==> config.mk <==
export PLATFORM = sky130hd
export DESIGN_NAME = led_bank_arb
export DESIGN_NICKNAME = d
export VERILOG_FILES = /design/src/rtl/led_bank_arb.sv
export SDC_FILE = /design/constraint.sdc
export NUM_CORES = 1
export LEC_CHECK = 0
export ABC_AREA = 0
export CORE_MARGIN = 2
export CORE_UTILIZATION = 55
export DETAILED_ROUTE_END_ITERATION = 8
export PLACE_DENSITY_LB_ADDON = 0.05
export SYNTH_ARGS = -nofsm -noshare
export SYNTH_HDL_FRONTEND = slang
export SYNTH_SLANG_ARGS = --single-unit
==> constraint.sdc <==
create_clock -name clk_25mhz -period 3.35 [get_ports clk_25mhz]
set_clock_uncertainty 0.1 [all_clocks]
set_input_delay 0.67 -clock clk_25mhz [delete_from_list [all_inputs] [get_ports clk_25mhz]]
set_output_delay 0.67 -clock clk_25mhz [all_outputs]
set_load 0.005 [all_outputs]
==> src/rtl/led_bank_arb.sv <==
// led_bank_arb -- arbitrates one 5-bit LED bank between four requesters.
//
// A free-running prescaler produces a slow tick. Requesters are served
// round-robin. An owner keeps the bank for at least HOLD_TICKS ticks.
// After that it is preempted only when some other requester is waiting.
// A one-cycle blank (GAP) separates consecutive owners. An owner that
// drops its request releases the bank at once; release wins over
// preemption when both occur in the same cycle.
//
// Parameters
//   PRESC_W     tick period is 2^PRESC_W clocks
//   HOLD_TICKS  minimum ownership in ticks before preemption (1..255)
//
// Ports
//   clk_25mhz  in   sole clock, rising edge
//   rstn       in   synchronous active-low reset
//   req   [3:0]  in   request level per requester
//   pat  [19:0]  in   pat[5i+4:5i] is the LED pattern of requester i
//   grant [3:0]  out  registered one-hot owner, zero when there is no owner
//   led   [4:0]  out  registered LED drive
//   tick         out  registered one-cycle prescaler pulse
//   state_o [1:0] out FSM state for debug (0=IDLE, 1=OWN, 2=GAP)
//
// Handshake: req is a level, not a pulse. A requester that keeps req high
// and sees its grant bit set owns the bank until it drops req or is
// preempted. grant follows the cycle after req is sampled; led follows
// the owner's pattern with one cycle of latency.
module led_bank_arb #(
  parameter int PRESC_W    = 20,
  parameter int HOLD_TICKS = 8
) (
  input  logic        clk_25mhz,
  input  logic        rstn,
  input  logic [3:0]  req,
  input  logic [19:0] pat,
  output logic [3:0]  grant,
  output logic [4:0]  led,
  output logic        tick,
  output logic [1:0]  state_o
);

  typedef enum logic [1:0] {
    ST_IDLE = 2'd0,
    ST_OWN  = 2'd1,
    ST_GAP  = 2'd2
  } state_t;

  localparam logic [7:0] HOLD_MAX = 8'(HOLD_TICKS);

  state_t             state_q, state_d;
  logic [PRESC_W-1:0] presc_q;
  logic               tick_q;
  logic [7:0]         hold_q, hold_d;
  logic [1:0]         ptr_q, ptr_d;
  logic [3:0]         grant_q, grant_d;
  logic [4:0]         led_q, led_d;

  logic [1:0] cand;
  logic [1:0] winner;
  logic       win_valid;
  logic [1:0] sel_idx;
  logic [4:0] sel_pat;
  logic [3:0] owner_mask;

  // Prescaler. tick_q is high in the cycle after the counter sits at its
  // maximum value, so the pulse is already registered.
  always_ff @(posedge clk_25mhz) begin
    if (!rstn) begin
      presc_q <= '0;
      tick_q  <= 1'b0;
    end else begin
      presc_q <= presc_q + PRESC_W'(1);
      tick_q  <= &presc_q;
    end
  end

  // Round-robin search: ptr+1, ptr+2, ptr+3, then ptr itself. The
  // previous owner therefore wins only when it is the sole requester.
  always_comb begin
    win_valid = 1'b0;
    winner    = ptr_q;
    cand      = '0;
    for (int k = 1; k <= 4; k++) begin
      cand = ptr_q + 2'(k);
      if (!win_valid && req[cand]) begin
        win_valid = 1'b1;
        winner    = cand;
      end
    end
  end

  // In OWN the pattern comes from the current owner. On entry to OWN it
  // comes from the new winner.
  always_comb begin
    sel_idx = (state_q == ST_OWN) ? ptr_q : winner;
    case (sel_idx)
      2'd0:    sel_pat = pat[4:0];
      2'd1:    sel_pat = pat[9:5];
      2'd2:    sel_pat = pat[14:10];
      default: sel_pat = pat[19:15];
    endcase
  end

  assign owner_mask = 4'b0001 << ptr_q;

  always_comb begin
    state_d = state_q;
    grant_d = grant_q;
    led_d   = led_q;
    ptr_d   = ptr_q;
    hold_d  = hold_q;
    case (state_q)
      ST_IDLE, ST_GAP: begin
        // Both states blank the bank and start a fresh ownership when any
        // request is present.
        state_d = ST_IDLE;
        grant_d = 4'b0000;
        led_d   = 5'b00000;
        hold_d  = 8'd0;
        if (win_valid) begin
          state_d = ST_OWN;
          grant_d = 4'b0001 << winner;
          ptr_d   = winner;
          led_d   = sel_pat;
        end
      end
      ST_OWN: begin
        if (!req[ptr_q]) begin
          // Release takes priority over preemption.
          state_d = ST_IDLE;
          grant_d = 4'b0000;
          led_d   = 5'b00000;
        end else if (hold_q == HOLD_MAX && (req & ~owner_mask) != 4'b0000) begin
          state_d = ST_GAP;
          grant_d = 4'b0000;
          led_d   = 5'b00000;
        end else begin
          led_d = sel_pat;
          if (tick_q && hold_q != HOLD_MAX) begin
            hold_d = hold_q + 8'd1;
          end
        end
      end
      default: begin
        state_d = ST_IDLE;
        grant_d = 4'b0000;
        led_d   = 5'b00000;
        hold_d  = 8'd0;
      end
    endcase
  end

  always_ff @(posedge clk_25mhz) begin
    if (!rstn) begin
      state_q <= ST_IDLE;
      grant_q <= 4'b0000;
      led_q   <= 5'b00000;
      hold_q  <= 8'd0;
      ptr_q   <= 2'd3;
    end else begin
      state_q <= state_d;
      grant_q <= grant_d;
      led_q   <= led_d;
      hold_q  <= hold_d;
      ptr_q   <= ptr_d;
    end
  end

  assign grant   = grant_q;
  assign led     = led_q;
  assign tick    = tick_q;
  assign state_o = state_q;

endmodule

# After elaboration in Yosys (flattened, before gate mapping)
# Cells that the tools add are included.
[word_totals] reg_bits=42 latch_bits=0 mem_bits_rw=0 rom_bits=0 wordCells=74 memories=0
[op_classes] addsub=5 n_mul=0 n_div=0 magnitude_cmp=4 n_eq_ne=7 n_shift=2 mux=30 bitwise_logic=3 n_reduce_logical=16
[op_table] op="$add 20x1->20 const B" count=1
[op_table] op="$reduce_and 20->1" count=1
[op_table] op="$mux 5" count=3
[op_table] op="$pmux 5 s3" count=1
[op_table] op="$mux 2" count=7
[op_table] op="$lt 2x3->1 const B" count=4
[op_table] op="$mux 4" count=3
[op_table] op="$pmux 5 s2" count=1
[op_table] op="$mux 1" count=9
[op_table] op="$add 8x1->8 const B" count=1
[op_table] op="$bmux 1 s2" count=4
[op_table] op="$eq 8x4->1 const B" count=1
[op_table] op="$ne 8x4->1 const B" count=1
[op_table] op="$pmux 4 s2" count=1
[op_table] op="$shl 1x2->4 const A" count=2
[op_table] op="$logic_and 1x1->1" count=5
[op_table] op="$add 2x2->2 const B" count=2
[op_table] op="$and 4x4->4" count=1
[op_table] op="$eq 2x1->1 const B" count=2
[op_table] op="$eq 2x2->1 const B" count=2
[op_table] op="$logic_not 2->1" count=2
[op_table] op="$not 4->4" count=1
[op_table] op="$pmux 2 s2" count=1
[op_table] op="$reduce_and 2->1" count=2
[op_table] op="other kinds (7)" count=9

# Logic depth before layout (Yosys ltp)
# Gate-level depths: netlist (run 1).
[logic_depth] ltp_word=19 ltp_mapped=12 mapped_depth_nobuf=8

# Worst setup path before layout (run 1)
# OpenSTA, ideal clock, no wires.
[synth_path] path_type="reg2reg" start="register ptr_q[0]" end="register led_q[0], in the netlist led[0]" setup_ns=0.088 arrival_ns=2.573 required_ns=3.162 slack_ns=0.589 path_stages_with_launch=12 path_buffers=3 period_less_slack_ns=2.761 path_cell_list="dfxtp_1 > buf_6 > buf_4 > inv_2 > ha_1 > buf_6 > mux4_2 > o21ai_0 > o21ai_0 > a22o_4 > o21a_1 > a311oi_2"
[synth_between] elab_chain_len=19 word_cells_on_any_way=39 classes_between="3 x add/sub; 2 x eq/ne; 1 x shift; 22 x mux; 2 x bitwise; 9 x reduce/logical"
[synth_lines] element="start: declaration" line="54" rtl="logic [1:0] ptr_q, ptr_d;"
[synth_lines] element="start signal: assignment" line="165" rtl="ptr_q <= ptr_d;"
[synth_lines] element="$add 2x1->2" line="84" rtl="cand = ptr_q + 2'(k);"
[synth_lines] element="$bmux 1 s2" line="85" rtl="if (!win_valid && req[cand]) begin"
[synth_lines] element="$mux 1 (implied by the code)" line="85"
[synth_lines] element="$mux 1" line="85"
[synth_lines] element="$logic_not 1->1" line="85"
[synth_lines] element="$logic_and 1x1->1" line="85"
[synth_lines] element="$mux 1" line="85"
[synth_lines] element="$logic_not 1->1" line="85"
[synth_lines] element="[3 not listed]"
[synth_lines] element="$logic_and 1x1->1" line="85"
[synth_lines] element="$mux 2" line="85"
[synth_lines] element="$mux 2" line="95" rtl="sel_idx = (state_q == ST_OWN) ? ptr_q : winner;"
[synth_lines] element="$eq 2x2->1, or another cell as far along" line="96" rtl="case (sel_idx)"
[synth_lines] element="$pmux 5 s3" line="96"
[synth_lines] element="$mux 5" line="133" rtl="end else if (hold_q == HOLD_MAX && (req & ~owner_mask) != 4'b0000) begin"
[synth_lines] element="$mux 5" line="128" rtl="if (!req[ptr_q]) begin"
[synth_lines] element="$pmux 5 s2 (*)" line="112" rtl="case (state_q)"
[synth_lines] element="end signal: assignment" line="163" rtl="led_q <= led_d;"
[synth_lines] element="end: declaration" line="56" rtl="logic [4:0] led_q, led_d;"
# Every way passes the cells marked *; elsewhere a longest branch is shown, timed or not. The select of a mux whose other input is x is not followed.
# A chain may end at the register's enable or synchronous reset.

# Final worst setup path (run 1)
[layout_path] start="register ptr_q[1]" end="register led_q[0], in the netlist led[0]"
# The elaborated chain is that of the path after synthesis.

==> flow_summary.json, run 1 <==
{
  "status": "completed",
  "total_leakage_power_nw": 1.18,
  "finalCritPeriodShare": 0.888,
  "critPathLaunchType": "flop",
  "whs_path_depth": 1,
  "synth_nets": 335,
  "slew_headroom": 0.522,
  "tns_ps": 0,
  "drive_above_1_share": 0.0808,
  "ys.flop_type": "dfxtp_1",
  "crit_arrival_ps": 3090,
  "yosysWarningCount": 0,
  "max_slew.worst_pin.slew_ps": 717,
  "antenna_found_initial": 0,
  "clk_pin_slew_ps": 80,
  "min_path_type": "reg -> reg",
  "synth_edf_count": 0,
  "grt-ovfl-total": 0,
  "setup_viol": 0,
  "drcViolationCount": 0,
  "chipWidth_um": 73.5,
  "critPathKind": "reg -> reg",
  "r2r-start": "ptr_q[1]$_SDFFE_PN1P_",
  "async_reset_ff_frac": 0,
  "io_pins": 38,
  "cts_made_buffers": 5,
  "grt_max_degree": 34,
  "gp_congestion": 0.804,
  "syn_to_final_growth_pct": 17.4,
  "multi_input_area_um2": 1680,
  "cts_resized": 0,
  "firstDrtPassIters": 5,
  "final_util": 0.665,
  "die_h_um": 73.5,
  "antennaDiodeCount": 0,
  "register_area_um2": 841,
  "die_area_um2": 5410,
  "total_power_w": 0.00208,
  "syn_area_um2": 2660,
  "drv_slew": 0,
  "syn_area_per_cell_um2": 8.80,
  "layout_common_cells": "dfxtp_1, clkdlybuf4s50_1, nand2_1",
  "fin_nets": 366,
  "ctsHoldBuffers": 0,
  "setup_ws_ps": 375,
  "drv_cap": 0,
  "r2r_slack_ps": 380,
  "io_buffers": 37,
  "post_cts_buffers": 0,
  "final_common_cell": "dfxtp_1",
  "initialDrtViolationCount": 142,
  "finalCriticalPeriod_ps": 2970,
  "rr_endpoint": "led[0]$_SDFF_PN0_",
  "clockBufferDepth": 2,
  "hold_viol": 0,
  "critical_path_peak_fanout": 10,
  "netlist-cell-type-count": 50,
  "grt_usage": 0.209,
  "vias_per_cell": 5.66,
  "grt_pass1_vias": 1966,
  "fp-row-count": 25,
  "ant_nets": 0,
  "rsz0062_at_grt": "false",
  "h-tree-depth": 2,
  "worstHoldStart": "presc_q[0]$_SDFF_PN0_",
  "num_vias": 2195,
  "r2r_cells": 8,
  "dpl.hpwl_um": 3930,
  "cts_tree": "built",
  "netlist.area_leader.share": 0.316,
  "syn_inst": 302,
  "postRouteWirelength_um": 5390,
  "clock_latency_ps": 300,
  "clkSinkCount": 42,
  "min_to": "presc_q[0]$_SDFF_PN0_",
  "wire_per_inst_um": 13.9,
  "ys_seq_area_frac": 0.316,
  "preCtsSetupSlack_ps": 218,
  "required_ps": 3470,
  "synth_top_area_cell": "dfxtp_1",
  "grt_pass1_wl_um": 8870,
  "root_buffer": "clkbuf_8",
  "ys_seq_elements": 42,
  "fillers": 412,
  "worst_setup_path_end_kind": "flop",
  "vdd_drop_max_mv": 0.283,
  "core_um2": 4690,
  "power_density_nw_per_um2": 666,
  "start_util": 0.567,
  "ys_top_cells_by_area": "dfxtp_1, xnor2_1, and2_1",
  "fin_hold_ws_ps": 347,
  "max_freq_mhz": 336
}
layout make-up:
cell class,instances,area share
multi-input combinational,232,0.538
clock inverter,2,0.00401
timing repair buffer,40,0.126
inverter,12,0.0144
tap,54,0.0216
sequential,42,0.269
clock buffer,6,0.0265
per-stage QoR:
step	area, um2	cells
floorplan	2660	302
global route	3120	388
detailed placement	3030	380
global placement	3030	380
finish	3120	388
CTS	3120	388
worst max-delay path by stage:
stage | start | endpoint | slack, ps
2_1_floorplan | ptr_q[0]$_SDFFE_PN1P_ | led[0]$_SDFF_PN0_ | 590
3_3_place_gp | req[2] | grant[0]$_SDFFE_PN0P_ | 290
3_5_place_dp | req[2] | grant[0]$_SDFFE_PN0P_ | 220
4_1_cts | ptr_q[1]$_SDFFE_PN1P_ | led[4]$_SDFF_PN0_ | 370
5_1_grt | ptr_q[1]$_SDFFE_PN1P_ | led[2]$_SDFF_PN0_ | 150
6_report | ptr_q[1]$_SDFFE_PN1P_ | led[0]$_SDFF_PN0_ | 380
per-layer routing:
| layer | track usage | wire length (um) | vias to the layer above |
|---|---|---|---|
| li1 | - | - | 1136 |
| met3 | 0.0535 | 230 | 10 |
| met5 | 0 | 0 | - |
| met2 | 0.337 | 2510 | 42 |
| met4 | 0.0667 | 96 | 0 |
| met1 | 0.274 | 2550 | 1007 |
state kept, by name, summed over array words and instances, names as in the netlist:
register and count:
state_o 2, led 5, ptr_q 2, tick 1, grant 4, presc_q 20, hold_q 8
cells by family after synthesis:
family                     Yosys count  share of synthesized area
buffers and inverters               28                     0.0518
muxes                               13                     0.0744
adders and majority gates            7                     0.0329
AOI/OAI and AO/OA                   58                      0.161
and+or+nand+nor                    128                      0.271
DFF                                 42                      0.316
xor gates and xnor gates            26                     0.0927
cell usage after synthesis, types with 11 or more instances:
library cell  instances
inv_1                11
nand3_1              18
dfxtp_1              42
and2_1               18
xnor2_1              16
nor2_1               12
nand4_1              11
nand2_1              22
power by group:
part           switching (W)  total, W  internal, W  leakage, nW
Combinational       0.000611   0.00115     0.000539        0.791
Sequential         0.0000349  0.000590     0.000555        0.341
Clock               0.000174  0.000340     0.000166       0.0472
worst max-delay path, cell delays in order (launching register included):
cell and delay (ps):
dfxtp_1 480, inv_1 160, ha_1 510, mux4_2 650
o21ai_0 150, o21ai_0 140, a22o_4 280, o21a_1 200
a311oi_2 220
Note: power is estimated with default switching activity, not from simulation.
==> run 2, diff against run 1 <==
REMOVE_ABC_BUFFERS = 1   (was default)
==> flow_summary.json, run 2 (synthesized netlist as in run 1, its figures left out) <==
{
  "start_util": 0.567,
  "max_slew.worst_pin.slew_ps": 722,
  "required_ps": 3420,
  "ctsHoldBuffers": 0,
  "drcViolationCount": 0,
  "status": "completed",
  "grt_pass1_wl_um": 9340,
  "min_path_type": "reg -> reg",
  "dpl.hpwl_um": 3970,
  "io_pins": 38,
  "syn_to_final_growth_pct": 18.3,
  "drv_cap": 0,
  "finalCriticalPeriod_ps": 2800,
  "vias_per_cell": 5.75,
  "root_buffer": "clkbuf_8",
  "critical_path_peak_fanout": 10,
  "total_power_w": 0.00213,
  "r2r_cells": 8,
  "r2r-start": "ptr_q[1]$_SDFFE_PN1P_",
  "critPathKind": "in -> reg",
  "total_leakage_power_nw": 1.20,
  "crit_arrival_ps": 2880,
  "largest_reg_flops": 20,
  "die_h_um": 73.5,
  "crit_start": "req[3]",
  "h-tree-depth": 2,
  "numPlacedInstances": 383,
  "initialDrtViolationCount": 141,
  "top_register": "presc_q",
  "vdd_drop_max_mv": 0.464,
  "path_cells": "clkdlybuf4s50_1 -> inv_1 -> mux4_1 -> a21oi_4 -> xnor2_4 -> mux2i_1 -> a211oi_1",
  "drv_slew": 0,
  "setup_viol": 0,
  "fp-row-count": 25,
  "rsz0062_at_grt": "false",
  "chipWidth_um": 73.5,
  "slew_headroom": 0.518,
  "fin_nets": 369,
  "antennaDiodeCount": 0,
  "layout_common_cells": "dfxtp_1, clkdlybuf4s50_1, nand2_1",
  "critPathCapture": "led[1]$_SDFF_PN0_",
  "clk_pin_slew_ps": 80,
  "wire_per_inst_um": 14.2,
  "final_common_cell": "dfxtp_1",
  "clkSinkCount": 42,
  "critPathSlowestCell": "clkdlybuf4s50_1",
  "max_freq_mhz": 357,
  "firstDrtPassIters": 4,
  "grt_max_degree": 34,
  "clockBufferDepth": 2,
  "cts_made_buffers": 5,
  "r2r_slack_ps": 620,
  "num_vias": 2249,
  "die_area_um2": 5410,
  "worst_setup_path_end_kind": "flop",
  "postRouteWirelength_um": 5570,
  "critPathLaunchType": "input pin",
  "cpPeakStageDelay_ps": 670,
  "rr_endpoint": "grant[1]$_SDFFE_PN0P_",
  "final_util": 0.670,
  "fin_hold_ws_ps": 352,
  "io_buffers": 37,
  "grt_pass1_vias": 1984,
  "cts_resized": 0,
  "ant_nets": 0,
  "cts_tree": "built",
  "drive_above_1_share": 0.0861,
  "finalCritPeriodShare": 0.837,
  "grt-ovfl-total": 0,
  "fin_cells": 391,
  "gp_congestion": 0.823,
  "antenna_found_initial": 0,
  "tns_ps": 0,
  "whs_path_depth": 1,
  "grt_usage": 0.216,
  "clock_latency_ps": 290,
  "core_um2": 4690,
  "post_cts_buffers": 0,
  "power_density_nw_per_um2": 676,
  "hold_viol": 0
}
## run 2: changes by cell type in the layout (fill, tap and decap cells not counted)
cell / change
clkinv_2: -1
clkinvlp_4: -1
buf_4: +3
inv_6: +1
clkbuf_1: +1
## run 2: routing by layer
metal / vias to the layer above / share of wire / global-route usage
met5: - / 0 / 0
met4: 0 / 0.0074 / 0.0424
met3: 5 / 0.030 / 0.0370
met2: 35 / 0.45 / 0.331
met1: 1064 / 0.51 / 0.319
li1: 1145 / - / -
## run 2: worst min path at each step
| stage | endpoint | from | slack (ps) |
|---|---|---|---|
| after floorplan | presc_q[0]$_SDFF_PN0_ | presc_q[0]$_SDFF_PN0_ | 310 |
| after global placement | presc_q[0]$_SDFF_PN0_ | presc_q[0]$_SDFF_PN0_ | 330 |
| after detailed placement | tick$_SDFF_PN0_ | presc_q[19]$_SDFF_PN0_ | 350 |
| after CTS | tick$_SDFF_PN0_ | presc_q[19]$_SDFF_PN0_ | 350 |
| after global routing | presc_q[0]$_SDFF_PN0_ | presc_q[0]$_SDFF_PN0_ | 380 |
| final | presc_q[0]$_SDFF_PN0_ | presc_q[0]$_SDFF_PN0_ | 350 |
## run 2: report_power, final
group          internal (W)  switching [W]
Sequential         0.000555      0.0000376
Combinational      0.000556       0.000629
Clock              0.000170       0.000177
Total               0.00128       0.000844
## run 2: stage by stage
step	area, um2	setup WS [ps]
after global routing	3140	399
after detailed placement	3050	263
after CTS	3140	563
final	3140	546
after global placement	3050	328
after floorplan	2570	-64.5
## run 2: layout make-up
type | instances | area (um2)
repair buffers | 43 | 415
multi-input cells | 232 | 1680
flip-flops and latches | 42 | 841
fillers | 418 | 1550
clock buffers | 7 | 86.3
clock inverters | 1 | 8.76
well taps | 54 | 67.6
inverters | 12 | 45.0
## run 2: critical path, delay by kind of cell
family | cells | cell delay, ps
AO/OA/AOI/OAI | 2 | 330
XOR/XNOR | 1 | 190
buffers and inverters | 2 | 770
multiplexers | 2 | 910
==> run 3, diff against run 2 <==
CORE_UTILIZATION = 49   (was 55)
clock period = 2.25 ns   (was 3.35 ns; I/O delays follow)
==> flow_summary.json, run 3 (synthesized netlist as in run 1, its figures left out) <==
{
  "max_slew.worst_pin.slew_ps": 711,
  "initialDrtViolationCount": 129,
  "status": "complete, but fails checks",
  "syn_to_final_growth_pct": 33.5,
  "violations": "negative setup slack",
  "cts_made_buffers": 5,
  "drv_cap": 0,
  "r2r_slack_ps": -140,
  "grt_usage": 0.214,
  "io_pins": 38,
  "clkSinkCount": 42,
  "layout_common_cells": "dfxtp_1, buf_4, clkdlybuf4s50_1",
  "fillers": 437,
  "antenna_found_initial": 0,
  "final_common_cell": "dfxtp_1",
  "setup_ws_ps": -136,
  "antennaDiodeCount": 0,
  "clockBufferDepth": 2,
  "power_density_nw_per_um2": 1010,
  "clock_latency_ps": 300,
  "finalCriticalPeriod_ps": 2390,
  "numPlacedInstances": 431,
  "finalCritPeriodShare": 1.06,
  "postRouteWirelength_um": 6060,
  "fin_hold_ws_ps": 345,
  "die_h_um": 77.7,
  "drcViolationCount": 0,
  "ant_nets": 0,
  "max_freq_mhz": 419,
  "vdd_drop_max_mv": 0.683,
  "hold_viol": 0,
  "crit_arrival_ps": 2500,
  "fp-row-count": 26,
  "total_leakage_power_nw": 1.39,
  "die_area_um2": 6030,
  "required_ps": 2360,
  "rsz0062_at_grt": "true",
  "grt_max_degree": 22,
  "top_register": "presc_q",
  "fin_area_um2": 3550,
  "preCtsSetupSlack_ps": -510,
  "grt_pass1_vias": 2273,
  "path_cells": "inv_2 -> ha_4 -> mux4_2 -> or3_4 -> o21ai_2 -> a22o_4 -> nor2_4 -> a211oi_1",
  "dpl.hpwl_um": 4320,
  "chipWidth_um": 77.7,
  "cpPeakStageDelay_ps": 590,
  "critPathKind": "reg -> reg",
  "drv_slew": 0,
  "setup_viol": 9,
  "ctsHoldBuffers": 0,
  "start_util": 0.514,
  "grt_pass1_wl_um": 10500,
  "drive_above_1_share": 0.237,
  "critPathSlowestCell": "mux4_2",
  "gp_congestion": 0.819,
  "io_buffers": 37,
  "fin_cells": 441,
  "worst_setup_path_end_kind": "flop",
  "slew_headroom": 0.526,
  "grt-ovfl-total": 0,
  "num_vias": 2364,
  "place_area_um2": 3310,
  "critical_path_peak_fanout": 6,
  "final_util": 0.686,
  "largest_reg_flops": 20,
  "vias_per_cell": 5.36,
  "clk_pin_slew_ps": 80,
  "wire_per_inst_um": 13.7,
  "root_buffer": "clkbuf_8",
  "firstDrtPassIters": 4,
  "fin_nets": 403,
  "h-tree-depth": 2,
  "min_path_type": "reg -> reg",
  "critPathLaunchType": "flop",
  "core_um2": 5170,
  "cts_tree": "built"
}
-- run 3: path summary, 6_finish.rpt --
check / startpoint / end / depth (start not counted)
worst max-delay path: ptr_q[0]$_SDFFE_PN1P_ / led[3]$_SDFF_PN0_ / 8
worst max register to register: ptr_q[0]$_SDFFE_PN1P_ / led[3]$_SDFF_PN0_ / 8
worst min register to register: presc_q[0]$_SDFF_PN0_ / presc_q[0]$_SDFF_PN0_ / 1
worst min-delay path: presc_q[0]$_SDFF_PN0_ / presc_q[0]$_SDFF_PN0_ / 1
-- run 3: power breakdown --
| part | switching [W] | internal, W | total [W] |
|---|---|---|---|
| Clock | 0.000259 | 0.000247 | 0.000506 |
| Sequential | 0.0000476 | 0.000830 | 0.000878 |
| Combinational | 0.00111 | 0.00111 | 0.00222 |
-- run 3: final cells by class --
| type | count | area (um2) | share of cell area |
|---|---|---|---|
| sequential | 42 | 843 | 0.238 |
| tap | 70 | 87.6 | 0.0247 |
| multi-input combinational | 232 | 1800 | 0.508 |
| inverter | 12 | 45.0 | 0.0127 |
| clock inverter | 2 | 12.5 | 0.00352 |
| timing repair buffer | 77 | 677 | 0.191 |
| clock buffer | 6 | 82.6 | 0.0233 |
-- run 3: metrics by stage --
step	power [W]	TNS (ps)
4_1_cts	0.00348	-559
6_report	0.00360	-960
2_1_floorplan	0.00213	-14920
5_1_grt	0.00388	-1920
3_5_place_dp	0.00283	-6750
3_3_place_gp	0.00282	-6160
-- run 3: timing repair --
action | 4_1_cts | 5_1_grt
setup buffers | 1 | 1
pin swaps | 17 | 9
endpoints found under the setup margin | 12 | 14
resized for setup | 21 | 19
-- run 3: worst max-delay path, delay by kind of cell (launching register included) --
| family | cells | cell delay [ps] |
|---|---|---|
| compound gates | 3 | 450 |
| mux | 1 | 590 |
| fa+ha+maj | 1 | 270 |
| simple gates | 2 | 480 |
| flops | 1 | 350 |
| buf+inv | 1 | 50 |
-- run 3: layer usage --
layer	global-route usage	share of wire	vias up
met5	0	0	-
met4	0.0571	0.011	0
met3	0.0360	0.032	9
met2	0.346	0.48	41
met1	0.295	0.48	1099
li1	-	-	1215
